**src/rtl/cvxif_mc_pkg.sv**
```systemverilog
// Shared types for the multichannel CV-X-IF coprocessor: CV-X-IF bus structs,
// decode constants, ALU/channel enums and the result-FIFO entry.
package cvxif_mc_pkg;

    localparam int unsigned CvxifXlen  = 64;
    localparam int unsigned X_ID_WIDTH = 4;
    localparam int unsigned X_NUM_RS   = 3;

    typedef struct packed {
        int unsigned XLEN;
    } cva6_cfg_t;

    localparam cva6_cfg_t CVA6_CFG_EMPTY = '{XLEN: 64};

    localparam logic [6:0] OPC_CUSTOM0 = 7'b0001011;
    localparam logic [6:0] OPC_CUSTOM1 = 7'b0101011;
    localparam logic [6:0] OPC_CUSTOM2 = 7'b1011011;
    localparam logic [6:0] OPC_CUSTOM3 = 7'b1111011;

    localparam logic [2:0] F3_ADD = 3'b000;
    localparam logic [2:0] F3_SUB = 3'b001;
    localparam logic [2:0] F3_XOR = 3'b010;
    localparam logic [2:0] F3_AND = 3'b011;
    localparam logic [2:0] F3_OR  = 3'b100;
    localparam logic [2:0] F3_SLL = 3'b101;

    typedef enum logic [2:0] {
        OP_ADD, OP_SUB, OP_XOR, OP_AND, OP_OR, OP_SLL, OP_ADD3
    } alu_op_e;

    typedef enum logic [1:0] {
        CH_IDLE, CH_BUSY, CH_WB
    } ch_state_e;

    typedef logic [X_ID_WIDTH-1:0] id_t;
    typedef logic [CvxifXlen-1:0]  xlen_t;

    typedef struct packed {
        id_t        id;
        logic [4:0] rd;
        xlen_t      data;
    } result_entry_t;

    typedef struct packed {
        logic [31:0]                instr;
        xlen_t [X_NUM_RS-1:0]       rs;
        logic [X_NUM_RS-1:0]        rs_valid;
        id_t                        id;
    } x_issue_req_t;

    typedef struct packed {
        logic                accept;
        logic                writeback;
        logic [X_NUM_RS-1:0] register_read;
    } x_issue_resp_t;

    typedef struct packed {
        logic [31:0] instr;
        logic        accept;
    } x_compressed_resp_t;

    typedef struct packed {
        id_t   id;
        xlen_t addr;
        logic  we;
    } x_mem_req_t;

    typedef struct packed {
        id_t        id;
        xlen_t      data;
        logic [4:0] rd;
        logic       we;
        logic       exc;
        logic [5:0] exccode;
    } x_result_t;

    typedef struct packed {
        logic         x_issue_valid;
        x_issue_req_t x_issue_req;
        logic         x_result_ready;
    } cvxif_req_t;

    typedef struct packed {
        logic               x_compressed_ready;
        x_compressed_resp_t x_compressed_resp;
        logic               x_issue_ready;
        x_issue_resp_t      x_issue_resp;
        logic               x_mem_valid;
        x_mem_req_t         x_mem_req;
        logic               x_result_valid;
        x_result_t          x_result;
    } cvxif_resp_t;

endpackage

```
**src/rtl/cvxif_mc_result_fifo.sv**
```systemverilog
// In-order result buffer: modulo-Depth pointers with a separate occupancy count.
module cvxif_mc_result_fifo #(
    parameter type         entry_t = logic,
    parameter int unsigned Depth   = 4,
    localparam int unsigned PtrW   = (Depth > 1) ? $clog2(Depth) : 1,
    localparam int unsigned CntW   = $clog2(Depth + 1)
) (
    input  logic            clk_i,
    input  logic            rst_i,
    input  logic            push_i,
    input  entry_t          push_data_i,
    input  logic            pop_i,
    output entry_t          head_o,
    output logic [CntW-1:0] count_o,
    output logic            empty_o
);

    logic [PtrW-1:0] wr_ptr_q, rd_ptr_q;
    logic [CntW-1:0] count_q;
    entry_t          mem_q [Depth];

    function automatic logic [PtrW-1:0] ptr_inc(input logic [PtrW-1:0] p);
        return (32'(p) == Depth - 1) ? '0 : p + PtrW'(1);
    endfunction

    always_ff @(posedge clk_i) begin
        if (rst_i) begin
            wr_ptr_q <= '0;
            rd_ptr_q <= '0;
            count_q  <= '0;
        end else begin
            if (push_i) wr_ptr_q <= ptr_inc(wr_ptr_q);
            if (pop_i)  rd_ptr_q <= ptr_inc(rd_ptr_q);
            case ({push_i, pop_i})
                2'b10:   count_q <= count_q + CntW'(1);
                2'b01:   count_q <= count_q - CntW'(1);
                default: count_q <= count_q;
            endcase
        end
    end

    // Payload storage needs no reset: validity is tracked by count_q alone.
    always_ff @(posedge clk_i) begin
        if (push_i) mem_q[wr_ptr_q] <= push_data_i;
    end

    assign head_o  = mem_q[rd_ptr_q];
    assign count_o = count_q;
    assign empty_o = (count_q == '0);

endmodule

```
**src/rtl/cvxif_multichannel_coprocessor.sv**
```systemverilog
// CV-X-IF coprocessor with NrChannels multi-cycle ALU channels and an in-order result FIFO.
// Define CVXIF_MC_RS3_EN to make CUSTOM3 a legal three-source ADD3.
module cvxif_multichannel_coprocessor
    import cvxif_mc_pkg::*;
#(
    parameter cva6_cfg_t   CVA6Cfg     = CVA6_CFG_EMPTY,
    parameter int unsigned NrChannels  = 4,
    parameter int unsigned DataWidth   = 64,
    parameter int unsigned ResultDepth = 4,
    parameter int unsigned LatBits     = 2
) (
    input  logic        clk_i,
    input  logic        rst_i,
    input  cvxif_req_t  cvxif_req_i,
    output cvxif_resp_t cvxif_resp_o
);

    localparam int unsigned ShW      = $clog2(DataWidth);
    localparam int unsigned ChIdxW   = (NrChannels > 1) ? $clog2(NrChannels) : 1;
    localparam int unsigned ChCntW   = $clog2(NrChannels + 1);
    localparam int unsigned FifoCntW = $clog2(ResultDepth + 1);

    if (CVA6Cfg.XLEN != DataWidth || DataWidth != CvxifXlen) begin : g_cfg_check
        $error("DataWidth must equal XLEN");
    end

    logic [31:0]          instr;
    logic [DataWidth-1:0] rs1, rs2;
    logic                 issue_valid, legal, issue_ready, issue_fire;
    alu_op_e              op;
    logic [X_NUM_RS-1:0]  rr;
    logic [DataWidth-1:0] alu_res;
    logic [LatBits-1:0]   lat;

    ch_state_e            state_q [NrChannels];
    ch_state_e            state_d [NrChannels];
    logic [LatBits-1:0]   cnt_q   [NrChannels];
    logic [LatBits-1:0]   cnt_d   [NrChannels];
    result_entry_t        entry_q [NrChannels];
    result_entry_t        entry_d [NrChannels];

    logic                 any_idle, push, pop, fifo_empty;
    logic [ChIdxW-1:0]    alloc_idx, push_idx;
    logic [ChCntW-1:0]    nonidle_cnt;
    logic [FifoCntW-1:0]  fifo_count;
    result_entry_t        head;
    logic                 unused_c;

    assign instr       = cvxif_req_i.x_issue_req.instr;
    assign rs1         = cvxif_req_i.x_issue_req.rs[0][DataWidth-1:0];
    assign rs2         = cvxif_req_i.x_issue_req.rs[1][DataWidth-1:0];
    assign issue_valid = cvxif_req_i.x_issue_valid;
    assign lat         = rs1[LatBits-1:0];

`ifdef CVXIF_MC_RS3_EN
    logic [DataWidth-1:0] rs3;
    assign rs3      = cvxif_req_i.x_issue_req.rs[2][DataWidth-1:0];
    assign unused_c = ^{cvxif_req_i.x_issue_req.rs_valid, instr[31:15]};
`else
    assign unused_c = ^{cvxif_req_i.x_issue_req.rs_valid, instr[31:15],
                        cvxif_req_i.x_issue_req.rs[2]};
`endif

    // Decode: legality, ALU op and source registers read.
    always_comb begin
        legal = 1'b0;
        op    = OP_ADD;
        rr    = '0;
        case (instr[6:0])
            OPC_CUSTOM0: begin
                legal = 1'b1;
                rr    = 3'b011;
                case (instr[14:12])
                    F3_ADD:  op = OP_ADD;
                    F3_SUB:  op = OP_SUB;
                    F3_XOR:  op = OP_XOR;
                    F3_AND:  op = OP_AND;
                    F3_OR:   op = OP_OR;
                    F3_SLL:  op = OP_SLL;
                    default: begin
                        legal = 1'b0;
                        rr    = '0;
                    end
                endcase
            end
`ifdef CVXIF_MC_RS3_EN
            OPC_CUSTOM3: begin
                legal = 1'b1;
                op    = OP_ADD3;
                rr    = 3'b111;
            end
            OPC_CUSTOM1, OPC_CUSTOM2: legal = 1'b0;
`else
            OPC_CUSTOM1, OPC_CUSTOM2, OPC_CUSTOM3: legal = 1'b0;
`endif
            default: legal = 1'b0;
        endcase
    end

    always_comb begin
        alu_res = rs1 + rs2;
        case (op)
            OP_SUB:  alu_res = rs1 - rs2;
            OP_XOR:  alu_res = rs1 ^ rs2;
            OP_AND:  alu_res = rs1 & rs2;
            OP_OR:   alu_res = rs1 | rs2;
            OP_SLL:  alu_res = rs1 << rs2[ShW-1:0];
`ifdef CVXIF_MC_RS3_EN
            OP_ADD3: alu_res = rs1 + rs2 + rs3;
`endif
            default: alu_res = rs1 + rs2;
        endcase
    end

    // Channel scan: lowest idle for allocation, lowest WB for the push grant.
    always_comb begin
        any_idle    = 1'b0;
        alloc_idx   = '0;
        push        = 1'b0;
        push_idx    = '0;
        nonidle_cnt = '0;
        for (int unsigned i = 0; i < NrChannels; i++) begin
            if (state_q[i] == CH_IDLE) begin
                if (!any_idle) alloc_idx = ChIdxW'(i);
                any_idle = 1'b1;
            end else begin
                nonidle_cnt = nonidle_cnt + ChCntW'(1);
            end
            if (state_q[i] == CH_WB && !push) begin
                push     = 1'b1;
                push_idx = ChIdxW'(i);
            end
        end
    end

    // Credits cover every occupied channel, so a granted push always finds room.
    assign issue_ready = any_idle && !rst_i &&
                         ((32'(nonidle_cnt) + 32'(fifo_count)) < 32'(ResultDepth));
    assign issue_fire  = issue_valid && issue_ready && legal;

    always_comb begin
        state_d = state_q;
        cnt_d   = cnt_q;
        entry_d = entry_q;
        for (int unsigned i = 0; i < NrChannels; i++) begin
            case (state_q[i])
                CH_IDLE: begin
                    if (issue_fire && alloc_idx == ChIdxW'(i)) begin
                        entry_d[i] = '{id:   cvxif_req_i.x_issue_req.id,
                                       rd:   instr[11:7],
                                       data: CvxifXlen'(alu_res)};
                        cnt_d[i]   = lat;
                        state_d[i] = (lat != '0) ? CH_BUSY : CH_WB;
                    end
                end
                CH_BUSY: begin
                    if (cnt_q[i] == LatBits'(1)) state_d[i] = CH_WB;
                    else                         cnt_d[i]   = cnt_q[i] - LatBits'(1);
                end
                CH_WB: begin
                    if (push && push_idx == ChIdxW'(i)) state_d[i] = CH_IDLE;
                end
                default: state_d[i] = CH_IDLE;
            endcase
        end
    end

    always_ff @(posedge clk_i) begin
        if (rst_i) begin
            for (int unsigned i = 0; i < NrChannels; i++) begin
                state_q[i] <= CH_IDLE;
                cnt_q[i]   <= '0;
            end
        end else begin
            state_q <= state_d;
            cnt_q   <= cnt_d;
        end
    end

    always_ff @(posedge clk_i) begin
        entry_q <= entry_d;
    end

    assign pop = !fifo_empty && cvxif_req_i.x_result_ready;

    cvxif_mc_result_fifo #(
        .entry_t (result_entry_t),
        .Depth   (ResultDepth)
    ) i_result_fifo (
        .clk_i       (clk_i),
        .rst_i       (rst_i),
        .push_i      (push),
        .push_data_i (entry_q[push_idx]),
        .pop_i       (pop),
        .head_o      (head),
        .count_o     (fifo_count),
        .empty_o     (fifo_empty)
    );

    always_comb begin
        cvxif_resp_o                            = '0;
        cvxif_resp_o.x_issue_ready              = issue_ready;
        cvxif_resp_o.x_issue_resp.accept        = issue_valid && legal;
        cvxif_resp_o.x_issue_resp.writeback     = issue_valid && legal;
        cvxif_resp_o.x_issue_resp.register_read = issue_valid ? rr : '0;
        cvxif_resp_o.x_result_valid             = !fifo_empty;
        cvxif_resp_o.x_result.id                = head.id;
        cvxif_resp_o.x_result.data              = head.data;
        cvxif_resp_o.x_result.rd                = head.rd;
        cvxif_resp_o.x_result.we                = 1'b1;
    end

endmodule

```
**config.mk**
```make
export PLATFORM = sky130hd
export DESIGN_NAME = cvxif_multichannel_coprocessor
export DESIGN_NICKNAME = d
export VERILOG_FILES = /design/src/rtl/cvxif_mc_pkg.sv /design/src/rtl/cvxif_mc_result_fifo.sv /design/src/rtl/cvxif_multichannel_coprocessor.sv
export SDC_FILE = /design/constraint.sdc
export NUM_CORES = 1
export LEC_CHECK = 0
export BUFFER_PORTS_ARGS = -buffer_cell sky130_fd_sc_hd__buf_2
export CAP_MARGIN = 20
export CORE_MARGIN = 4
export CORE_UTILIZATION = 61
export DETAILED_ROUTE_END_ITERATION = 16
export HOLD_SLACK_MARGIN = 0.03
export PLACE_DENSITY = 0.83
export SLEW_MARGIN = 20
export SYNTH_ARGS = -nofsm -noshare
export SYNTH_HDL_FRONTEND = slang
export SYNTH_SLANG_ARGS = --single-unit
```
**constraint.sdc**
```tcl
create_clock -name clk_i -period 23 [get_ports clk_i]
set_input_delay 2.3 -clock clk_i [delete_from_list [all_inputs] [get_ports clk_i]]
set_output_delay 2.3 -clock clk_i [all_outputs]
set_load 0.05 [all_outputs]
```
==> Implementation_results.wiki <==
{| class="wikitable"
! Metric !! Value
|-
| Result of the run || completed
|-
| Sequence of cells on the critical path || buf_2, buf_4, inv_2, ha_1, nand3_1, nor2_1, a31oi_1, xnor2_1, ha_1, a21oi_1, o21ai_0, or3_1, o41ai_1, buf_4, o31a_1, o21ai_0, buf_4, a21o_1, a21oi_1, nor2_1, a211oi_1
|-
| Wire length reported by the detailed router || 117,000 um
|-
| RSZ-0062 raised after global routing || no
|-
| Maximum count of clock buffers along a single path || 3
|-
| Power density over the cells || 63.1 nW/um^2
|-
| Main flop type after synthesis || sky130_fd_sc_hd__edfxtp_1
|-
| Post-Syn Instances || about 3,000
|-
| Worst clock skew || ~0.023 ns
|-
| Endpoints failing hold || 0
|-
| Clock period minus worst slack || approximately 8.3 ns
|-
| Final count of negative-setup-slack endpoints || 0
|-
| Number of register bits inferred by synthesis || between 600 and 700
|-
| Remaining design rule violation count || 0
|-
| Xor/xnor cell area share of the yosys netlist || 0.0303
|-
| Final HPWL DP || 80,200 um
|-
| Detailed-router iteration count before antenna repair || 6
|-
| Number of fill cells || approximately 4,200
|-
| Synthesized-area fraction occupied by adder cells || 0.0744
|-
| Critical path class || input pin to flop
|-
| Number of cells traversed by the worst hold path || 2
|-
| Maximum resistive drop on vdd || ~0.000067 V
|-
| Setup tns final || 0 ns
|-
| IO buf count || 229
|-
| Routed length per placed instance || 29.3 um
|-
| Data arrival, critical path || around 8.5 ns
|-
| Worst slack at placement || 14.30 ns
|-
| Simple logic cell fraction of the synthesized area || 0.0760
|-
| Die height || 250 um
|-
| Final-stage net count || 3,638
|-
| Multiplexer share of the synthesized area || 0.113
|-
| Met2 Wirelength || roughly 57,000 um
|-
| Worst setup path startpoint || cvxif_req_i[73]
|-
| Required time at the endpoint of the critical path || 23.20 ns
|-
| Crit path buf inv count || 5
|-
| Reg2reg start || state_q[5]
|-
| Initial core utilization || 0.619
|-
| Logic depth of the worst register-to-register path || 14
|-
| Number of antenna violations at the first check in global routing || 5
|-
| Via count of the routed design || between 20,000 and 30,000
|-
| Critical-path maximum fanout || 65
|-
| Count of synthesis-stage warnings from yosys || 0
|-
| Most frequent standard cell in the layout excluding fill and tap cells || sky130_fd_sc_hd__edfxtp_1
|-
| Combined area of the multi-input logic cells || 16,100 sq um
|-
| Wire length on met1 || between 40,000 and 50,000 um
|-
| Final non-filler cell area || ~39,000 sq um
|-
| Vias in the first global route || about 26,000
|-
| Wire length of the first global-routing pass || 172,000 um
|-
| Count of cell instances traversed by the critical path || 21
|-
| CTS sink cnt || about 610
|-
| Synth unique cells || 73
|-
| Worst path setup slack after routing || ~15 ns
|-
| Crit path launch type || input pin
|-
| Latest clock arrival within the worst-skew pair || 0.57 ns
|-
| Crit path max-delay family || compound AO/OA/AOI/OAI gates
|-
| Share of synthesized area occupied by flip-flops and latches || 0.503
|-
| Total global routing overflow || 0
|-
| Slew of the pin with the lowest slew margin || between 1 and 1.5 ns
|-
| Sequential Power Share || 0.505
|-
| Buffer count from post-CTS setup fixing || 0
|-
| Critical path's most frequent cell || sky130_fd_sc_hd__buf_4
|-
| Maximum number of pins on one net before global-route repair || slightly below 80
|-
| Clk slew on worst S/H paths || 0.07 ns
|-
| Reg area || between 15,000 and 20,000 sq um
|-
| Fraction of registers with async set or reset after synthesis || 0
|-
| Stage delay of the slowest cell on the critical path || between 0.9 and 1 ns
|-
| Count of pins on the block boundary || roughly 430
|-
| Clock tree root buffer cell || sky130_fd_sc_hd__clkbuf_16
|-
| Critical-path top delay cell || sky130_fd_sc_hd__a211oi_1
|-
| Worst Hold Class || flop to flop
|-
| Cell Area, Placed || approximately 37,000 sq um
|-
| Summed instance area of the synthesized netlist || roughly 36,000 sq um
|-
| Launch instance of the worst min-delay path || i_result_fifo.rd_ptr_q[1]
|-
| Static Leakage || roughly 0.015 uW
|-
| Detailed Route Iter0 Violations || around 3,600
|-
| Number of routed nets with antenna violations || 0
|-
| CTS Buf Count || between 40 and 50
|-
| Die Outline Area || 62,700 sq um
|-
| Average size of a mapped cell || approximately 12 sq um
|-
| WL met3 || 11,600 um
|-
| Area overhead of the layout relative to synthesis || 7.87%
|-
| Post-route fraction of the period consumed by the critical path || 0.361
|-
| DR top layer || met5
|-
| Cell internal power dissipation || about 1800 uW
|-
| Commonest cells after routing, fill and taps aside || sky130_fd_sc_hd__edfxtp_1 (584), sky130_fd_sc_hd__o21ai_0 (262), sky130_fd_sc_hd__nand2_1 (231), sky130_fd_sc_hd__buf_2 (228), sky130_fd_sc_hd__ha_1 (210)
|-
| Via-per-instance ratio || ~6.8
|-
| Count of final max-slew check failures || 0
|-
| Routability Congestion || ~1
|-
| Number of flops mapped to enable cells by yosys || between 500 and 600
|-
| Combinational family with the most area after synthesis || compound AO/OA/AOI/OAI gates
|-
| Logic pwr share || 0.169
|-
| Net load switching power || 671 uW
|-
| CTS tree || yes
|-
| Global Route Usage Sum || 0.363
|-
| Worst slew slack as a fraction of its limit || 0.183
|-
| Total core area || roughly 58,000 sq um
|-
| Nature of the critical path endpoint || flop
|-
| Highest achievable clock rate || between 0.1 and 0.15 GHz
|-
| Reg-to-reg slack, setup || 17.76 ns
|-
| Complex-gate fraction of the synthesized area || 0.143
|-
| Standard-cell rows || 88
|-
| Die Wd || approximately 250 um
|-
| CTS resizes || 0
|-
| Fraction of layout cells with a size suffix above 1 || 0.159
|-
| Clock group share of total power || 0.326
|-
| Max Cap Violations || 0
|-
| Worst flop-to-flop path endpoint || entry_q[124]
|-
| Sw Share || 0.275
|-
| Clock H-tree levels || 2
|-
| Number of hold buffers added after cts || 0
|}
==> power by group through the flow <==
| stage | clock (uW) | sequential (uW) | combinational (uW) |
|---|---|---|---|
| final | 794 | 1230 | 413 |
| after global routing | 850 | 1230 | 439 |
| after CTS | 796 | 1230 | 399 |
| after detailed placement | 0 | 1260 | 396 |
| after global placement | 0 | 1260 | 387 |
| after floorplan | 0 | 1260 | 267 |
==> through the flow <==
step	utilization	total power, uW	std cells	hold WS (ns)
after floorplan	-	1520	3168	0.449
after global placement	0.642	1640	3908	0.463
after detailed placement	0.642	1650	3908	0.473
after CTS	0.667	2430	3991	0.485
after global routing	0.668	2520	3992	0.507
final	0.668	2440	3994	0.500
==> worst max path at each step <==
stage,to,slack [ns]
final,entry_q[49],14.69
after detailed placement,entry_q[189],14.30
after global placement,entry_q[116],14.45
after floorplan,cnt_q[6],13.30
after CTS,entry_q[279],14.84
after global routing,entry_q[279],14.27
==> final cells by class <==
type                            count  area share
Antenna cell                        2    0.000129
Clock buffer                       54      0.0316
Clock inverter                     29     0.00634
Inverter                          164      0.0159
Multi-Input combinational cell   2104       0.417
Sequential cell                   609       0.467
Tap cell                          765      0.0248
Timing Repair Buffer              267      0.0373
==> registers in the layout, indices dropped and copies added, names as in the netlist, named ones only <==
signal                  count
cnt_q                       8
entry_q                   292
i_result_fifo.count_o       3
i_result_fifo.mem_q       292
i_result_fifo.rd_ptr_q      2
i_result_fifo.wr_ptr_q      2
state_q                     8
==> cells in the mapped netlist, drive strengths merged, types with 13 or more instances <==
cell | n | share of area
edfxtp | 584 | 0.49
o21ai | 267 | 0.037
nand2 | 232 | 0.024
ha | 210 | 0.073
a21oi | 178 | 0.025
inv | 162 | 0.017
nor2 | 151 | 0.016
buf | 147 | 0.028
clkbuf | 144 | 0.015
mux4 | 123 | 0.077
mux2i | 118 | 0.033
a22oi | 110 | 0.023
xnor2 | 99 | 0.024
a21o | 44 | 0.0092
nor3 | 43 | 0.0065
nand3 | 31 | 0.0043
a221oi | 29 | 0.0071
dfxtp | 25 | 0.014
nand4 | 25 | 0.0044
xor2 | 24 | 0.0059
o211ai | 22 | 0.0046
a31oi | 21 | 0.0037
and2 | 19 | 0.0033
o22ai | 18 | 0.0031
nor4 | 16 | 0.0028
o21bai | 16 | 0.0034
o31ai | 16 | 0.0034
nor2b | 15 | 0.0026
o221ai | 13 | 0.0032
or3 | 13 | 0.0024
==> cells by family (layout without fill, tap and decap cells) <==
kind of cell    count (synthesis)  in the layout
compound gates                813            813
flops                         609            609
simple gates                  593            593
buf+inv                       455            514
mux                           250            250
fa+ha+maj                     212            212
xor+xnor                      123            123
other cells                     2            115
==> worst min-delay path: stages, from the launching register on <==
cell	delay, ns
sky130_fd_sc_hd__dfxtp_1	0.32
sky130_fd_sc_hd__nand2_1	0.06
sky130_fd_sc_hd__a21oi_1	0.08
==> routing by layer <==
layer	GRT usage	vias up
met3	0.0505	203
met5	0	-
met4	0.0873	6
met2	0.612	1814
li1	-	11669
met1	0.505	13333
(Power assumes the default switching activity.)
